--- config.mk ---
export PLATFORM = sky130hd
export DESIGN_NAME = crossbar_rr_sched
export DESIGN_NICKNAME = d
export VERILOG_FILES = /design/src/rtl/crossbar_rr_sched.sv
export SDC_FILE = /design/constraint.sdc
export NUM_CORES = 1
export LEC_CHECK = 0
export CORE_MARGIN = 8
export CORE_UTILIZATION = 49
export CTS_CLUSTER_SIZE = 24
export DETAILED_ROUTE_END_ITERATION = 10
export GPL_TIMING_DRIVEN = 0
export PLACE_DENSITY = 0.79
export SLEW_MARGIN = 20
export SYNTH_ARGS = -nofsm -noshare
export SYNTH_HDL_FRONTEND = slang
export SYNTH_SLANG_ARGS = --single-unit
--- constraint.sdc ---
create_clock -name clk -period 6.4 [get_ports clk]
set_input_delay 0.96 -clock clk [delete_from_list [all_inputs] [get_ports clk]]
set_output_delay 0.96 -clock clk [all_outputs]
set_load 0.02 [all_outputs]
--- src/rtl/crossbar_rr_sched.sv ---
`default_nettype none
// ============================================================================
// Module      : crossbar_rr_sched
// Description : Round-robin grant of up to M of N requesters per advancing
//               cycle, compacted into M registered output slots.
// Revision    : 1.0 - initial release
// ============================================================================
module crossbar_rr_sched #(
    parameter  int DATA_W = 16,
    parameter  int N      = 6,
    parameter  int M      = 4,
    localparam int ID_W   = (N > 1) ? $clog2(N) : 1
) (
    input  logic              clk,
    input  logic              rst_n,
    input  logic [N-1:0]      ireq,
    input  logic [DATA_W-1:0] idata  [N],
    output logic [N-1:0]      igrant,
    output logic [M-1:0]      oreq,
    output logic [DATA_W-1:0] odata  [M],
    output logic [ID_W-1:0]   osrc   [M],
    input  logic              oready
);

    function automatic logic [ID_W-1:0] next_idx(input logic [ID_W-1:0] i);
        return (int'(i) == N - 1) ? '0 : i + 1'b1;
    endfunction

    logic [ID_W-1:0]   r_ptr;
    logic [M-1:0]      r_vld;
    logic [DATA_W-1:0] r_dat [M];
    logic [ID_W-1:0]   r_src [M];

    logic              w_adv;
    logic              w_any;
    logic [ID_W-1:0]   w_idx;
    logic [ID_W-1:0]   w_last;
    logic [ID_W-1:0]   w_ptr_nxt;
    logic [N-1:0]      w_grant;
    logic [M-1:0]      w_vld;
    logic [ID_W-1:0]   w_src [M];
    logic [DATA_W-1:0] w_dat [M];
    int                w_cnt;

    // Gating with rst_n keeps igrant low for the whole time reset is held.
    assign w_adv = rst_n & ((r_vld == '0) | oready);

    // Scan from r_ptr with explicit wrap; k-th grant fills slot k.
    always_comb begin
        w_grant = '0;
        w_vld   = '0;
        w_any   = 1'b0;
        w_cnt   = 0;
        w_last  = r_ptr;
        w_idx   = r_ptr;
        for (int s = 0; s < M; s++) begin
            w_src[s] = '0;
        end
        for (int k = 0; k < N; k++) begin
            if (w_adv && ireq[w_idx] && (w_cnt < M)) begin
                w_grant[w_idx] = 1'b1;
                for (int s = 0; s < M; s++) begin
                    if (s == w_cnt) begin
                        w_vld[s] = 1'b1;
                        w_src[s] = w_idx;
                    end
                end
                w_last = w_idx;
                w_any  = 1'b1;
                w_cnt  = w_cnt + 1;
            end
            w_idx = next_idx(w_idx);
        end
        w_ptr_nxt = w_any ? next_idx(w_last) : r_ptr;
    end

    // idata only reaches the slot registers, never an output directly.
    always_comb begin
        for (int s = 0; s < M; s++) begin
            w_dat[s] = w_vld[s] ? idata[w_src[s]] : '0;
        end
    end

    always_ff @(posedge clk or negedge rst_n) begin
        if (!rst_n) begin
            r_ptr <= '0;
            r_vld <= '0;
            for (int s = 0; s < M; s++) begin
                r_dat[s] <= '0;
                r_src[s] <= '0;
            end
        end else if (w_adv) begin
            r_ptr <= w_ptr_nxt;
            r_vld <= w_vld;
            for (int s = 0; s < M; s++) begin
                r_dat[s] <= w_dat[s];
                r_src[s] <= w_src[s];
            end
        end
    end

    assign igrant = w_grant;
    assign oreq   = r_vld;
    assign odata  = r_dat;
    assign osrc   = r_src;

endmodule
`default_nettype wire

==> flow_summary.ini <==
[timing]
whs_ns = 0.438
max_slew.worst_pin.slew_ns = 1.10
setup_tns_ns = 0
fmax_mhz = 159
slew_headroom = 0.258
final_max_slew_viol_count = 0
fin_crit_ns = 6.30
finalCritPeriodShare = 0.984
hold_viol = 0
finalClockSkew_ns = 0.00670
setup_viol = 0

[global_routing]
grt_overflow = 0
grt_first_pass_wirelength_um = 69600
grt_max_degree = 42
track_usage = 0.374
antenna_found_initial = 0
grt_pass1_vias = 11319

[clocking]
htree_levels = 3
root_buffer = clkbuf_16
clock_latency_ns = 0.36
cts_hold_buf = 0
clk_pin_slew_ns = 0.07
cts.sinks = 83
clockBufferDepth = 2
cts_made_buffers = 9
cts_tree = built

[pwr]
ir_drop_mv = 0.310
power_density_nw_per_um2 = 539
p_leak_uw = 0.00503

[route]
routed_wl_um = 47800
ant_nets = 0
drt_pass1_iterations = 7
vias = 11760
drc = 0
wl_per_cell_um = 30.0
vias_per_cell = 7.37
drt_iter0_drc = 1861

[critical_path]
critPathMaxFanout = 11
crit_arrival_ns = 5.34
startpoint_type = primary input
critPathRequiredTime_ns = 5.44
critPathCaptureType = primary output
crit_type = primary input to primary output

[place]
routabilityCongestion = 1.04
port_buffers = 190
dp_hpwl_um = 33700

[synthesis]
avgSynthCellArea_um2 = 8.75
syn_nets = 1226
ys_ff_latch = 83
synth_ff_type = dfrtp_1
synth_top_area_frac = 0.214
yosysTopAreaCell = dfrtp_1
syn_area_um2 = 9690
ys_types = 92
synth_warnings = 0
yosysSeqAreaShare = 0.214
synth-async-reset-ratio = 1.00
postSynthCellCount = 1108
synth_edf_count = 0
synthTopCellsByArea = dfrtp_1, mux2i_1, o221ai_1

[status]
status = finished, final reports clean

[floorplanning]
io_pins = 191
initial_utilization = 0.498
die_width_um = 157
die_h_um = 157
die_area_um2 = 24500
rows = 51
fp.coreArea_um2 = 19500

[layout]
seqCellArea_um2 = 2080
utilization = 0.649
nets = 1442
multi_input_area_um2 = 7140
area_growth_pct = 30.3
drive_above_1_share = 0.154
layout_common_cells = clkdlybuf4s50_1, mux2i_1, nand2_1
mostFrequentLayoutCell = clkdlybuf4s50_1
fill_cells = 1694

[worst_hold_path]
hold_class = primary input to async pin

[job]
cap_violations = 0
==> worst max-delay path, stage by stage <==
cell and delay (ns):
dlygate4sd2_1 0.34, mux2i_4 0.14, nand2_2 0.15, and3_4 0.23, clkinv_4 0.11, fa_2 0.56
clkbuf_8 0.17, inv_2 0.07, ha_1 0.31, mux2_4 0.29, o21a_4 0.22, buf_6 0.16
ha_4 0.20, a21oi_2 0.14, nand3_2 0.14, buf_8 0.16, buf_2 0.18, mux4_2 0.47
o21ai_2 0.18, buf_6 0.15
==> path summary, 6_finish.rpt <==
kind | cells past startpoint | slack, ns | from | end
worst max register to register | 24 | 0.29 | r_ptr[0] | odata[63]
worst min-delay path | 1 | 0.44 | rst_n | odata[56]
max in group asynchronous | 2 | 5.40 | rst_n | odata[51]
worst min register to register | 1 | 0.48 | osrc[0] | osrc[0]
worst max-delay path | 20 | 0.10 | ireq[3] | igrant[0]
min in group clk | 1 | 0.48 | osrc[0] | osrc[0]
==> cells in the mapped netlist (10+ instances only) <==
cell type  count
a2bb2oi_2     10
a221o_1       16
a22oi_1       18
o31ai_1       14
mux2_2        12
nand3_1       12
ha_1          12
a31oi_1       21
o22a_1        16
clkbuf_1      51
nand2_1       92
mux2_1        10
buf_2         29
a221oi_1      50
mux2i_1      160
o21ai_1       32
a21oi_1       51
a2bb2oi_1     38
buf_4         19
dfrtp_1       83
o22ai_1       10
o21ai_0       20
nor2_1        44
o221ai_1      59
nor3_1        27
and3_1        20
inv_1         25
==> metal layers <==
layer | global-route usage | up-vias | wire length (um)
met2 | 0.520 | 1093 | 19200
met1 | 0.489 | 5550 | 18200
met3 | 0.151 | 225 | 7910
li1 | - | 4890 | -
met5 | 0.0259 | - | 80
met4 | 0.181 | 2 | 2380
==> cell families (layout without fill, tap and decap cells) <==
group,after synthesis,count (layout),share of synthesized area
other,0,1,0
AO/OA/AOI/OAI,447,447,0.379
adder cells (fa/ha/maj),13,13,0.0176
buffers and inverters,140,361,0.0676
XOR/XNOR,3,3,0.00271
AND/OR/NAND/NOR,234,234,0.115
flip-flops,83,83,0.214
multiplexers,188,188,0.204
==> stage by stage <==
stage	instances	setup slack (ns)	power, uW	instance area [um^2]
after floorplan	1108	-0.0880	4130	9700
final	1595	0.101	6800	12600
after detailed placement	1564	-2.08	5810	12000
after global routing	1594	-0.000989	7060	12600
after CTS	1589	0.00949	6540	12500
after global placement	1563	-5.89	5780	11900
==> where the power goes <==
group,switching [uW],total [uW],internal [uW]
Sequential,154,890,737
Combinational,3220,5310,2100
Clock,243,596,354
Total,3620,6800,3190
==> sequential cells by signal (all words and copies together) (netlist names) <==
signal and cells:
odata 64, osrc 12, oreq 4, r_ptr 3
==> repair_timing <==
item	in CTS	in global routing
endpoints found under the setup margin	88	54
gates resized for setup	63	39
pin swaps	8	10
setup buffers	10	7
gates cloned	1	1
==> area by class of cell <==
type / count / share of cell area
clock inverter: 4 / 0.00585
antenna: 1 / 0.000198
timing repair buffer: 209 / 0.164
tap: 265 / 0.0263
sequential: 83 / 0.164
buffer: 107 / 0.0451
clock buffer: 12 / 0.0195
inverter: 29 / 0.00902
multi-input combinational: 885 / 0.565
Note: power is estimated with default switching activity, not from simulation.
